$ cat src/rtl/pc_gen_if.sv
// Fetch-side bundle between the D/M stage control and the PC generator.
// Carries the D-stage jump operands, exception/ERET controls and fetch results.
// The master drives redirect controls; the slave returns PC, prediction and error status.
interface pc_gen_if #(
  parameter int CNT_W = 16
);
  logic              stall;
  logic [31:0]       pc_D;
  logic [25:0]       imm26;
  logic [31:0]       rd1;
  logic              cmp;
  logic [2:0]        jump_op;
  logic              rs_is_ra;
  logic              exc_req;
  logic              eret;
  logic [31:0]       epc;
  logic [31:0]       pc_F;
  logic [31:0]       pc4_F;
  logic [31:0]       npc;
  logic              fetch_err;
  logic              ras_miss;
  logic [CNT_W-1:0]  miss_cnt;

  modport master (
    output stall, pc_D, imm26, rd1, cmp, jump_op, rs_is_ra, exc_req, eret, epc,
    input  pc_F, pc4_F, npc, fetch_err, ras_miss, miss_cnt
  );

  modport slave (
    input  stall, pc_D, imm26, rd1, cmp, jump_op, rs_is_ra, exc_req, eret, epc,
    output pc_F, pc4_F, npc, fetch_err, ras_miss, miss_cnt
  );
endinterface

$ cat src/rtl/pc_gen.sv
// Fetch program-counter generator with a return-address stack for JR prediction.
// Latency: npc is combinational; pc_F follows npc one cycle later; ras_miss is registered (+1 cycle).
// Backpressure: stall holds PC and RAS; exc_req/eret redirect even while stalled.
module pc_gen #(
  parameter logic [31:0] RESET_PC   = 32'h0000_3000,
  parameter logic [31:0] EXC_VEC    = 32'h0000_4180,
  parameter logic [31:0] IMEM_BASE  = 32'h0000_3000,
  parameter int          IMEM_WORDS = 4096,
  parameter int          RAS_DEPTH  = 8,
  parameter int          CNT_W      = 16
) (
  input  logic     clk,
  input  logic     reset,
  pc_gen_if.slave  bus
);

  localparam int TP_W  = $clog2(RAS_DEPTH);
  localparam int OCC_W = $clog2(RAS_DEPTH + 1);
  localparam logic [OCC_W-1:0] OCC_FULL  = OCC_W'(RAS_DEPTH);
  localparam logic [31:0]      IMEM_LAST = IMEM_BASE + 32'(4 * IMEM_WORDS) - 32'd4;

  localparam logic [2:0] OP_BRANCH = 3'd1;
  localparam logic [2:0] OP_J      = 3'd2;
  localparam logic [2:0] OP_JAL    = 3'd3;
  localparam logic [2:0] OP_JR     = 3'd4;
  localparam logic [2:0] OP_JALR   = 3'd5;

  // Architectural state
  logic [31:0]      pc_q, pc_d;
  logic [31:0]      ras_q [RAS_DEPTH];
  logic [31:0]      ras_d [RAS_DEPTH];
  logic [TP_W-1:0]  tp_q, tp_d;
  logic [OCC_W-1:0] occ_q, occ_d;
  logic             ras_miss_q, ras_miss_d;
  logic [CNT_W-1:0] miss_cnt_q, miss_cnt_d;

  // Redirect candidates
  logic [31:0] pc_plus4;
  logic [31:0] br_target;
  logic [31:0] j_target;
  logic [31:0] ret_addr;
  logic [31:0] npc;

  // RAS control
  logic            advance;
  logic            is_call;
  logic            is_ret;
  logic [TP_W-1:0] top_idx;
  logic [31:0]     ras_top;

  // Candidate next-PC values; the branch target counts from the delay slot.
  always_comb begin
    pc_plus4  = pc_q + 32'd4;
    br_target = bus.pc_D + 32'd4 + {{14{bus.imm26[15]}}, bus.imm26[15:0], 2'b00};
    j_target  = {bus.pc_D[31:28], bus.imm26, 2'b00};
    ret_addr  = bus.pc_D + 32'd8;
  end

  // Next-PC select: exception, then ERET, then the D-stage jump type.
  always_comb begin
    npc = pc_plus4;
    if (bus.exc_req) begin
      npc = EXC_VEC;
    end else if (bus.eret) begin
      npc = bus.epc;
    end else begin
      unique case (bus.jump_op)
        OP_BRANCH:       npc = bus.cmp ? br_target : pc_plus4;
        OP_J, OP_JAL:    npc = j_target;
        OP_JR, OP_JALR:  npc = bus.rd1;
        default:         npc = pc_plus4;
      endcase
    end
  end

  // PC load: exception/ERET redirects override the hazard stall.
  always_comb begin
    pc_d = pc_q;
    if (bus.exc_req || bus.eret || !bus.stall) begin
      pc_d = npc;
    end
  end

  // RAS update and prediction check; only steps on an unstalled, non-trapping cycle.
  always_comb begin
    advance    = !bus.stall && !bus.exc_req && !bus.eret;
    is_call    = (bus.jump_op == OP_JAL) || (bus.jump_op == OP_JALR);
    is_ret     = ((bus.jump_op == OP_JR) || (bus.jump_op == OP_JALR)) && bus.rs_is_ra;
    top_idx    = tp_q - TP_W'(1);
    ras_top    = ras_q[top_idx];
    ras_d      = ras_q;
    tp_d       = tp_q;
    occ_d      = occ_q;
    ras_miss_d = 1'b0;
    if (advance) begin
      // An empty stack offers no prediction, so it can never mispredict.
      if (is_ret && (occ_q != '0) && (ras_top != bus.rd1)) begin
        ras_miss_d = 1'b1;
      end
      if (is_call && is_ret && (occ_q != '0)) begin
        // JALR through ra: pop then push collapses to replacing the top.
        ras_d[top_idx] = ret_addr;
      end else if (is_call) begin
        // When full, slot tp holds the oldest entry and is overwritten.
        ras_d[tp_q] = ret_addr;
        tp_d        = tp_q + TP_W'(1);
        if (occ_q != OCC_FULL) begin
          occ_d = occ_q + OCC_W'(1);
        end
      end else if (is_ret && (occ_q != '0)) begin
        tp_d  = top_idx;
        occ_d = occ_q - OCC_W'(1);
      end
    end
  end

  // Mispredict counter moves on the same edge as the ras_miss pulse and saturates.
  always_comb begin
    miss_cnt_d = miss_cnt_q;
    if (ras_miss_d && (miss_cnt_q != '1)) begin
      miss_cnt_d = miss_cnt_q + CNT_W'(1);
    end
  end

  // State registers with synchronous reset.
  always_ff @(posedge clk) begin
    if (reset) begin
      pc_q       <= RESET_PC;
      tp_q       <= '0;
      occ_q      <= '0;
      ras_miss_q <= 1'b0;
      miss_cnt_q <= '0;
      for (int i = 0; i < RAS_DEPTH; i++) begin
        ras_q[i] <= '0;
      end
    end else begin
      pc_q       <= pc_d;
      tp_q       <= tp_d;
      occ_q      <= occ_d;
      ras_miss_q <= ras_miss_d;
      miss_cnt_q <= miss_cnt_d;
      for (int i = 0; i < RAS_DEPTH; i++) begin
        ras_q[i] <= ras_d[i];
      end
    end
  end

  assign bus.pc_F      = pc_q;
  assign bus.pc4_F     = pc_plus4;
  assign bus.npc       = npc;
  assign bus.ras_miss  = ras_miss_q;
  assign bus.miss_cnt  = miss_cnt_q;
  assign bus.fetch_err = (pc_q[1:0] != 2'b00) || (pc_q < IMEM_BASE) || (pc_q > IMEM_LAST);

endmodule

$ cat src/flat_wrapper.sv
// flat-port wrapper written by rule: the top's interface ports become plain ports
module pc_gen_flat 
#(
  parameter logic [31:0] RESET_PC   = 32'h0000_3000,
  parameter logic [31:0] EXC_VEC    = 32'h0000_4180,
  parameter logic [31:0] IMEM_BASE  = 32'h0000_3000,
  parameter int          IMEM_WORDS = 4096,
  parameter int          RAS_DEPTH  = 8,
  parameter int          CNT_W      = 16
)
  (clk, reset, bus_stall, bus_pc_D, bus_imm26, bus_rd1, bus_cmp, bus_jump_op, bus_rs_is_ra, bus_exc_req, bus_eret, bus_epc, bus_pc_F, bus_pc4_F, bus_npc, bus_fetch_err, bus_ras_miss, bus_miss_cnt);
  pc_gen_if #(.CNT_W(CNT_W)) bus_i ();
  input  logic clk;
  input  logic reset;
  input wire logic [$bits(bus_i.stall)-1:0] bus_stall;
  input wire logic [$bits(bus_i.pc_D)-1:0] bus_pc_D;
  input wire logic [$bits(bus_i.imm26)-1:0] bus_imm26;
  input wire logic [$bits(bus_i.rd1)-1:0] bus_rd1;
  input wire logic [$bits(bus_i.cmp)-1:0] bus_cmp;
  input wire logic [$bits(bus_i.jump_op)-1:0] bus_jump_op;
  input wire logic [$bits(bus_i.rs_is_ra)-1:0] bus_rs_is_ra;
  input wire logic [$bits(bus_i.exc_req)-1:0] bus_exc_req;
  input wire logic [$bits(bus_i.eret)-1:0] bus_eret;
  input wire logic [$bits(bus_i.epc)-1:0] bus_epc;
  output wire logic [$bits(bus_i.pc_F)-1:0] bus_pc_F;
  output wire logic [$bits(bus_i.pc4_F)-1:0] bus_pc4_F;
  output wire logic [$bits(bus_i.npc)-1:0] bus_npc;
  output wire logic [$bits(bus_i.fetch_err)-1:0] bus_fetch_err;
  output wire logic [$bits(bus_i.ras_miss)-1:0] bus_ras_miss;
  output wire logic [$bits(bus_i.miss_cnt)-1:0] bus_miss_cnt;
  assign bus_i.stall = bus_stall;
  assign bus_i.pc_D = bus_pc_D;
  assign bus_i.imm26 = bus_imm26;
  assign bus_i.rd1 = bus_rd1;
  assign bus_i.cmp = bus_cmp;
  assign bus_i.jump_op = bus_jump_op;
  assign bus_i.rs_is_ra = bus_rs_is_ra;
  assign bus_i.exc_req = bus_exc_req;
  assign bus_i.eret = bus_eret;
  assign bus_i.epc = bus_epc;
  assign bus_pc_F = bus_i.pc_F;
  assign bus_pc4_F = bus_i.pc4_F;
  assign bus_npc = bus_i.npc;
  assign bus_fetch_err = bus_i.fetch_err;
  assign bus_ras_miss = bus_i.ras_miss;
  assign bus_miss_cnt = bus_i.miss_cnt;
  pc_gen #(.RESET_PC(RESET_PC), .EXC_VEC(EXC_VEC), .IMEM_BASE(IMEM_BASE), .IMEM_WORDS(IMEM_WORDS), .RAS_DEPTH(RAS_DEPTH), .CNT_W(CNT_W)) u_core (.clk(clk), .reset(reset), .bus(bus_i));
endmodule
$ cat config.mk
export PLATFORM = sky130hd
export DESIGN_NAME = pc_gen_flat
export DESIGN_NICKNAME = d
export VERILOG_FILES = /design/src/rtl/pc_gen_if.sv /design/src/rtl/pc_gen.sv /design/src/flat_wrapper.sv
export SDC_FILE = /design/constraint.sdc
export NUM_CORES = 1
export LEC_CHECK = 0
export ABC_AREA = 1
export BUFFER_PORTS_ARGS = -buffer_cell sky130_fd_sc_hd__buf_2
export CORE_MARGIN = 8
export CORE_UTILIZATION = 50
export CTS_CLUSTER_DIAMETER = 80
export DETAILED_ROUTE_END_ITERATION = 7
export GPL_ROUTABILITY_DRIVEN = 0
export PLACE_DENSITY = 0.7
export SLEW_MARGIN = 20
export SYNTH_ARGS = -nofsm -noshare
export SYNTH_HDL_FRONTEND = slang
export SYNTH_SLANG_ARGS = --single-unit
$ cat constraint.sdc
create_clock -name clk -period 4.47 [get_ports clk]
set_clock_uncertainty 0.05 [all_clocks]
set_input_delay 0.894 -clock clk [delete_from_list [all_inputs] [get_ports clk]]
set_output_delay 0.894 -clock clk [all_outputs]
set_load 0.1 [all_outputs]
---- Word level (Yosys, flattened, before mapping) ----
Cells that the tools add are included.
word-level totals
  register bits ........................... 312
  output and inout bits ................... 114
  input port bits ......................... 132
  word-level logic and storage cells ...... 90
operators by class
  eq/ne operators ......................... 9
  reductions and logical operators ........ 28
  add/sub/neg operators ................... 9
  bitwise gates (word level) .............. 3
  order comparisons ....................... 6
  multiplexer cells ....................... 22
operators with widths
  operator                                              number
  bitwise mux 256 bit                                   2
  two-way mux 256 bit                                   2
  two-way mux 32 bit                                    7
  demux 32 bit (select 3 bit)                           2
  binary-select mux 32 bit (select 3 bit)               1
  case mux 32 bit (3 select lines)                      1
  adder 32 x 3 -> 32 bit, second input constant         2
  adder 32 bit                                          1
  adder 32 x 4 -> 32 bit, second input constant         1
  > comparator 32 x 15 -> 1 bit, second input constant  1
  < comparator 32 x 14 -> 1 bit, second input constant  1
  != test 32 bit                                        1
  adder 16 x 1 -> 16 bit, second input constant         1
  != test 16 bit, second input constant                 1
  two-way mux 4 bit                                     3
  logical AND 1 bit                                     10
  >= comparator 4 bit, second input constant            2
  < comparator 4 x 1 -> 1 bit, second input constant    2
  NOT 3 -> 4 bit                                        2
  == test 3 x 2 -> 1 bit, second input constant         2
  == test 3 bit, second input constant                  2
  logical OR 1 bit                                      6
  two-way mux 3 bit                                     2
  nonzero test 2 bit                                    3
  15 further kinds                                      19

---- Depth between registers and ports, before layout ----
Gate-level depths: netlist (run 1).
  depth in word-level cells ............... 10
  depth in mapped cells ................... 24
  depth with buffers taken out ............ 23

---- Worst setup path before layout (run 1) ----
OpenSTA, ideal clock, no wires.
  path type ............................... reg2out
  start ................................... reg u_core.pc_q[2], in the netlist u_core.bus.pc_F[2]
  end ..................................... out bus_npc[12]
  buffers on the path ..................... 0
  data arrival time ....................... 4.669 ns
  cell stages (with the launch flop) ...... 13
  setup slack ............................. -1.143 ns
  required time ........................... 3.526 ns
  cell sequence ........................... dfxtp_1 ha_1 nand3_1 nor2_1 nand2_1 nor2_1 xor2_1 inv_1 nand2_1 nand3_1 nand2_1 nand3_1 nand2_1
between the ends
  longest elaborated chain between the ends .. 5
RTL lines
  item                                line                text
  start: declaration                  pc_gen.sv:29        logic [31:0] pc_q, pc_d;
  start signal: assignment            pc_gen.sv:137       pc_q <= pc_d;
  adder 32 x 3 -> 32 bit *            pc_gen.sv:53        pc_plus4 = pc_q + 32'd4;
  via bus_pc4_F[12]                   flat_wrapper.sv:26  output wire logic [$bits(bus_i.pc4_F)-1:0] bus_pc4_F;
  two-way mux 32 bit                  pc_gen.sv:68        OP_BRANCH: npc = bus.cmp ? br_target : pc_plus4;
  case mux 32 bit (3 select lines) *  pc_gen.sv:67        unique case (bus.jump_op)
  two-way mux 32 bit *                pc_gen.sv:64        end else if (bus.eret) begin
  two-way mux 32 bit *                pc_gen.sv:62        if (bus.exc_req) begin
  end: declaration                    flat_wrapper.sv:27  output wire logic [$bits(bus_i.npc)-1:0] bus_npc;
Mark *: on every way through the listed nets, which the timed path passes. The rest lies on a longest branch.

---- Final worst setup path (run 1) ----
  start ................................... reg u_core.pc_q[2], in the netlist u_core.bus.pc_F[2]
  end ..................................... out bus_npc[18]
between the ends
  longest elaborated chain between the ends .. 5
RTL lines
  item                                line
  adder 32 x 3 -> 32 bit *            pc_gen.sv:53
  two-way mux 32 bit                  pc_gen.sv:68
  case mux 32 bit (3 select lines) *  pc_gen.sv:67
  two-way mux 32 bit *                pc_gen.sv:64
  two-way mux 32 bit *                pc_gen.sv:62
Mark *: on every way between the ends. The rest lies on a longest branch, timed or not.

==> impl_results.md, run 1 <==
* CTS tree: yes
* EDFF count, synth at 0
* Setup TNS at 0 ps
* Crit path cell chain: ha_1 -> nand3_1 -> nor2_2 -> nand2_1 -> nor2_2 -> nand2_1 -> xor2_2 -> a21oi_1 -> o21ai_0 -> nand2_1 -> nand2_1 -> nand2_1 -> buf_12
* Total power at 0.00743 W
* Buf/Inv on CP at 1
* Mapped Area at 0.0195 mm²
* Overflow after GRT at 0
* Cell count after synthesis at 3,103
* Measured slew at the worst slew-check pin at between 900 and 1000 ps
* Sinks on the clock net at 312
* DP Wirelength at between 50,000 and 60,000 µm
* Core area at just under 0.04 mm²
* Starting Density at between 50% and 60%
* Routed metal-1 wire length at 29,700 µm
* Full die area at about 0.046 mm²
* DP Area at approximately 0.022 mm²
* DRC at 0
* Asr flop ratio synth at 0%
* Most Frequent Cell on Critical Path: nand2_1
* Initial antenna violation count at 4
* H-tree depth at 2
* Number of I/O port buffers at roughly 250
* WS Path Type: flip-flop to output pin
* Clk_lat worst skew at around 520 ps
* Final Critical Period at approximately 4400 ps
* Unique masters post-synth at roughly 50
* Area leader, netlist: dfxtp_1
* Final Cell Area at 0.0228 mm²
* Worst EP required at approximately 3500 ps
* Final Cycle Share at 97.4%
* Crit-path slowest cell: dfxtp_2
* Headroom to the max-slew limit at between 30% and 40%
* Area grow syn2layout at 17.0%
* Tot GR Track Use at a little under a third
* Wire length on met2 at between 30,000 and 40,000 µm
* Via/cell ratio at roughly 5.8
* Layout cell share with drive strength beyond 1 at about an eighth
* Largest net degree at the start of global routing at about 160
* Antenna Violating Nets Remaining at 0
* Slew Limit Fails at 0
* Cell Rows at 72
* Mean post-synth cell area at roughly 6.3 µm²
* VDD IR max at just over 0.3 mV
* Critical path arrival at 3410 ps
* Crit start category: flip-flop
* Max_cap viols at 0
* Clock slew at reported path FFs at roughly 60 ps
* Number of hold buffers added after cts at 0
* Flops & latches, synth at roughly 310
* Hold Slack at slightly below 400 ps
* Fmax at roughly 0.23 GHz
* Max incr delay on CP at around 400 ps
* Setup ws final at about 120 ps
* Yosys warnings at 0
* Post-CTS Setup Inserts at 0
* CP endpoint kind: output pin
* Main area contributors after synthesis: dfxtp_1 32%, nand2_1 20%, o21ai_0 8.7%
* Fin nets at 3,463
* CTS root buffer: clkbuf_16
* Setup Viol. Count Final at 0
* Power Density at ~330 mW/mm²
* Final Hold Vio Count at 0
* CP max FO at 7
* Routed via count at between 20,000 and 25,000
* Vias in the first global route at between 20,000 and 25,000
* Status: complete, no violations
* Cell family with most CP delay: simple AND/OR/NAND/NOR gates
* Die width at about 210 µm
* Hold Crit Class: flip-flop to flip-flop
* Main synth FF type: dfxtp_1
* Top layer in use: met5
* WL final at between 70,000 and 80,000 µm
* Clk buf depth at 3
* Leakage power at ~11 nW
* Met3 routed WL at 7670 µm
* DRT Pass-1 Iters at 8
* Routed wire length per instance at 19.1 µm
* I/O pins at approximately 250
* DRT iter0 DRCs at 2,149
* First-pass GRT wire length at 112,000 µm
* Sequential element share of the synthesized area at 32.0%
* CTS Buf Count at 36
* Place WS at -173 ps
* Mapped Nets at between 3,000 and 4,000
* Synth top area share at about 32%
* Die height at around 210 µm
[cell usage in the layout (no fill, tap or decap), drive strengths merged, types with 51 or more instances in the layout]
cell,n
ha,66
nand3,122
inv,249
nand2,1072
clkbuf,51
a21oi,313
buf,289
dfxtp,312
xor2,56
nor2,193
o21ai,353
[synth_stat cells (2+ instances only)]
| cell type | count |
|---|---|
| o21ai_1 | 13 |
| buf_1 | 3 |
| or2_2 | 3 |
| a221oi_1 | 19 |
| a21oi_2 | 7 |
| inv_1 | 242 |
| xnor2_1 | 13 |
| nand2_1 | 1061 |
| o41ai_1 | 2 |
| nor2_2 | 5 |
| nand3b_1 | 19 |
| o21ai_0 | 340 |
| ha_1 | 66 |
| buf_6 | 7 |
| a211oi_1 | 7 |
| o221ai_1 | 3 |
| a21oi_1 | 306 |
| nand2_2 | 10 |
| a21o_1 | 2 |
| o32ai_1 | 2 |
| o21a_1 | 4 |
| inv_2 | 6 |
| nor2_1 | 188 |
| buf_4 | 9 |
| o21bai_1 | 13 |
| nor3_1 | 32 |
| nand4_1 | 40 |
| a22o_1 | 5 |
| nor3b_1 | 2 |
| o211ai_1 | 10 |
| clkbuf_1 | 94 |
| fa_1 | 2 |
| dfxtp_1 | 312 |
| xor2_1 | 56 |
| nand3_1 | 120 |
| nor4_1 | 10 |
| buf_2 | 56 |
[state kept, by name, summed over array words and instances (netlist names)]
signal / cells
u_core.bus.miss_cnt: 16
u_core.occ_q: 4
u_core.bus.pc_F: 32
u_core.tp_q: 3
u_core.bus.ras_miss: 1
u_core.ras_q: 256
[per-layer routing]
layer | global-route usage (%) | vias to the layer above
li1 | - | 10472
met1 | 40.6 | 10045
met2 | 47.4 | 1187
met3 | 6.40 | 222
met4 | 14.8 | 2
met5 | 0 | -
[final cells by class]
type                            count  area (µm²)
Multi-Input combinational cell   2372       11700
Inverter                          250         947
Tap cell                          518         648
Clock inverter                      8        68.8
Sequential cell                   312        6260
Timing Repair Buffer              291        2170
Fill cell                        3697       15700
Clock buffer                       49        1030
Antenna cell                        3        7.51
[power breakdown]
group / internal (W) / switching [W]
sequential: 0.00281 / 0.0000488
clock: 0.00166 / 0.00114
combinational: 0.000459 / 0.00131
total: 0.00493 / 0.00250
[worst register-to-register path, delay by kind of cell, from the launching register on]
family | cells | cell delay, ps
AOI/OAI and AO/OA | 1 | 130
adders and majority gates | 1 | 190
buffers and inverters | 2 | 680
DFF | 1 | 420
and+or+nand+nor | 13 | 1970
[worst paths after layout]
path | startpoint | end | slack [ps] | cells after the start
max | u_core.bus.pc_F[2]$_SDFFE_PP0P_ | bus_npc[18] | 120 | 13
min | u_core.ras_q[193]$_SDFFE_PP0P_ | u_core.ras_q[193]$_SDFFE_PP0P_ | 400 | 2
max reg2reg | u_core.tp_q[1]$_SDFFE_PP0P_ | u_core.bus.miss_cnt[8]$_SDFFE_PP0P_ | 960 | 17
min reg2reg | u_core.ras_q[193]$_SDFFE_PP0P_ | u_core.ras_q[193]$_SDFFE_PP0P_ | 400 | 2
[cell families after synthesis]
logic type	count (synthesis)	synth area share (%)
AND/OR/NAND/NOR	1497	31.3
AO/OA/AOI/OAI	737	20.2
buffers and inverters	419	8.88
flip-flops	312	32.0
XOR/XNOR	70	3.18
adder cells (fa/ha/maj)	68	4.44
[metrics by stage]
stage | util, % | cells
6_report | 59.2 | 3803
5_1_grt | 59.2 | 3801
3_3_place_gp | 56.0 | 3743
3_5_place_dp | 56.0 | 3743
2_1_floorplan | - | 3103
4_1_cts | 58.9 | 3800
[repair_timing]
item,in CTS,in global routing
endpoints found under the hold margin,0,0
resized for setup,3,31
endpoints found under the setup margin,3,17
pin swaps,0,1
cloned,0,0
Power figures use the tool's default switching activity.
==> run 2: changes to the inputs <==
--- a/config.mk
+++ b/config.mk
@@ -8,10 +8,12 @@
 export ABC_AREA = 1
 export BUFFER_PORTS_ARGS = -buffer_cell sky130_fd_sc_hd__buf_2
+export CELL_PAD_IN_SITES_DETAIL_PLACEMENT = 2
+export CELL_PAD_IN_SITES_GLOBAL_PLACEMENT = 2
 export CORE_MARGIN = 8
-export CORE_UTILIZATION = 50
+export CORE_UTILIZATION = 32
 export CTS_CLUSTER_DIAMETER = 80
 export DETAILED_ROUTE_END_ITERATION = 7
 export GPL_ROUTABILITY_DRIVEN = 0
-export PLACE_DENSITY = 0.7
+export PLACE_DENSITY_LB_ADDON = 0.1
 export SLEW_MARGIN = 20
 export SYNTH_ARGS = -nofsm -noshare
--- a/constraint.sdc
+++ b/constraint.sdc
@@ -3,3 +3,3 @@
 set_input_delay 0.894 -clock clk [delete_from_list [all_inputs] [get_ports clk]]
 set_output_delay 0.894 -clock clk [all_outputs]
-set_load 0.1 [all_outputs]
+set_load 0.05 [all_outputs]
==> impl_results.md, run 2 (same netlist as run 1, synthesis figures left out) <==
* Status: complete, no violations (unchanged)
* Max_cap viols at 0 (unchanged)
* Placed cell count at 4,055 (was 3,743)
* Critical path arrival at 3410 ps (about the same)
* Core area at 0.0604 mm² (was 0.0386 mm²)
* Die height at 263 µm (was 214 µm)
* DP Wirelength at 70,700 µm (was 51,200 µm)
* Antenna Violating Nets Remaining at 0 (unchanged)
* Clock slew at reported path FFs at 60 ps (about the same)
* Number of I/O port buffers at 245 (unchanged)
* Number of hold buffers added after cts at 0 (unchanged)
* DRC at 0 (unchanged)
* Full die area at 0.0691 mm² (was 0.0456 mm²)
* Routed via count at 22,435 (was 21,928)
* Power Density at 334 mW/mm² (was 326 mW/mm²)
* Cell Rows at 90 (was 72)
* DRT Pass-1 Iters at 5 (was 8)
* Setup ws final at 119 ps (was 118 ps)
* Vias in the first global route at 24,891 (was 20,441)
* Fmax at 0.230 GHz (about the same)
* H-tree depth at 2 (unchanged)
* Setup Viol. Count Final at 0 (unchanged)
* WS Path Type: input pin to output pin (was flip-flop to output pin)
* WL final at 96,600 µm (was 72,500 µm)
* CTS tree: yes (unchanged)
* Via/cell ratio at 5.43 (was 5.77)
* Post-CTS Setup Inserts at 0 (unchanged)
* I/O pins at 246 (unchanged)
* Headroom to the max-slew limit at 24.7% (was 36.9%)
* Post-route insts no fill at 4,134 (was 3,803)
* Final Hold Vio Count at 0 (unchanged)
* CP endpoint kind: output pin (unchanged)
* CTS Buf Count at 41 (was 36)
* Util after Layout at 38.8% (was 59.2%)
* First-pass GRT wire length at 147,000 µm (was 112,000 µm)
* Place WS at -171 ps (was -173 ps)
* VDD IR max at 0.233 mV (was 0.309 mV)
* Hold Crit Class: flip-flop to flip-flop (unchanged)
* Crit start category: input pin (was flip-flop)
* Layout cell share with drive strength beyond 1 at 14.8% (was 12.9%)
* Clk buf depth at 3 (unchanged)
* Clk_lat worst skew at 570 ps (was 520 ps)
* Slew Limit Fails at 0 (unchanged)
* Final Cycle Share at 97.3% (was 97.4%)
* Sinks on the clock net at 312 (unchanged)
* Filler cell count at 7,397 (was 3,697)
* RSZ-0062 raised after global routing: yes
* Most frequent cells in the layout: 1,050 x nand2_1, 332 x o21ai_0, 311 x dfxtp_1 (was 1,051 x nand2_1, 334 x o21ai_0, 304 x dfxtp_1)
* Fin nets at 3,516 (was 3,463)
* Initial antenna violation count at 15 (was 4)
* Leakage power at 11.3 nW (was 11.1 nW)
* CTS root buffer: clkbuf_16 (unchanged)
* CP max FO at 12 (was 7)
* DRT iter0 DRCs at 1,008 (was 2,149)
* Die width at 263 µm (was 214 µm)
* Overflow after GRT at 0 (unchanged)
* Final Critical Period at 4350 ps (about the same)
* Most flops, register: u_core.ras_q (unchanged)
* Max reg flops at 256 (unchanged)
* Measured slew at the worst slew-check pin at 1120 ps (was 943 ps)
* Routed wire length per instance at 23.4 µm (was 19.1 µm)
* Tot GR Track Use at 26.8% (was 30.7%)
* Largest net degree at the start of global routing at 155 (unchanged)
* Starting Density at 32.3% (was 50.6%)
* Commonest non-fill, non-tap cell in the layout: nand2_1 (unchanged)
* Worst EP required at 3530 ps (about the same)
* Area grow syn2layout at 20.1% (was 17.0%)
run 2: changes by cell type in the layout (fill, tap and decap cells not counted), moves of 6 or more:
cell	before	now
buf_4	37	87
buf_12	41	12
buf_2	211	229
inv_1	242	234
dfxtp_1	304	311
dfxtp_2	7	0
clkbuf_4	2	8
clkinv_1	0	6
ha_1	61	55
run 2: layout make-up:
cell class                 count  area, µm²  share of cell area [%]
sequential                   312       6250                    26.7
clock buffer                  57       1170                    4.98
multi-input combinational   2372      11800                    50.2
tap                          782        978                    4.17
inverter                     250        950                    4.05
timing repair buffer         339       2130                    9.10
antenna                        6       15.0                  0.0641
clock inverter                16        188                   0.801
run 2: worst paths after layout:
| path | start | end | slack (ps) | cells after the start |
|---|---|---|---|---|
| setup / recovery | bus_imm26[15] | bus_npc[29] | 120 | 17 |
| hold / removal | u_core.ras_q[141]$_SDFFE_PP0P_ | u_core.ras_q[141]$_SDFFE_PP0P_ | 400 | 2 |
| setup reg to reg | u_core.tp_q[1]$_SDFFE_PP0P_ | u_core.bus.miss_cnt[1]$_SDFFE_PP0P_ | 750 | 19 |
| hold reg to reg | u_core.ras_q[141]$_SDFFE_PP0P_ | u_core.ras_q[141]$_SDFFE_PP0P_ | 400 | 2 |
run 2: report_power, final:
part,internal (W),total [W],switching [W]
clock,0.00200,0.00337,0.00137
combinational,0.000456,0.00160,0.00114
sequential,0.00281,0.00287,0.0000533
run 2: stage by stage:
stage          TNS, ps  hold slack (ps)  cell area (µm²)  total power [W]
5_1_grt          -46.4              427            23400          0.00813
2_1_floorplan        0              374            19500          0.00380
3_5_place_dp      -788              395            21800          0.00446
4_1_cts              0              405            23200          0.00788
3_3_place_gp      -573              384            21800          0.00443
6_report             0              404            23400          0.00783
run 2: per-layer routing:
layer / wire length (µm) / share of wire (%) / track usage (%) / vias up
met5: 100 / 0.10 / 0 / -
met4: 4330 / 4.5 / 11.6 / 14
met3: 4550 / 4.7 / 5.04 / 221
met2: 46200 / 48 / 47.0 / 440
met1: 41400 / 43 / 31.8 / 11171
li1: - / - / - / 10589
run 2: repair_timing:
item | in CTS | in global routing
resized for setup | 16 | 61
pin swaps | 1 | 4
setup endpoints to repair | 13 | 24
run 2: critical path, stage by stage:
cell	delay (ps)
buf_4	170
buf_4	170
ha_1	330
ha_4	310
nand2_2	80
buf_4	140
nor2_1	150
nand2_1	110
nor2_1	100
nand2_1	100
nand3_1	110
nand2_1	60
o21ai_0	170
nand2_1	90
nand2_2	130
nand2_1	70
clkbuf_4	210
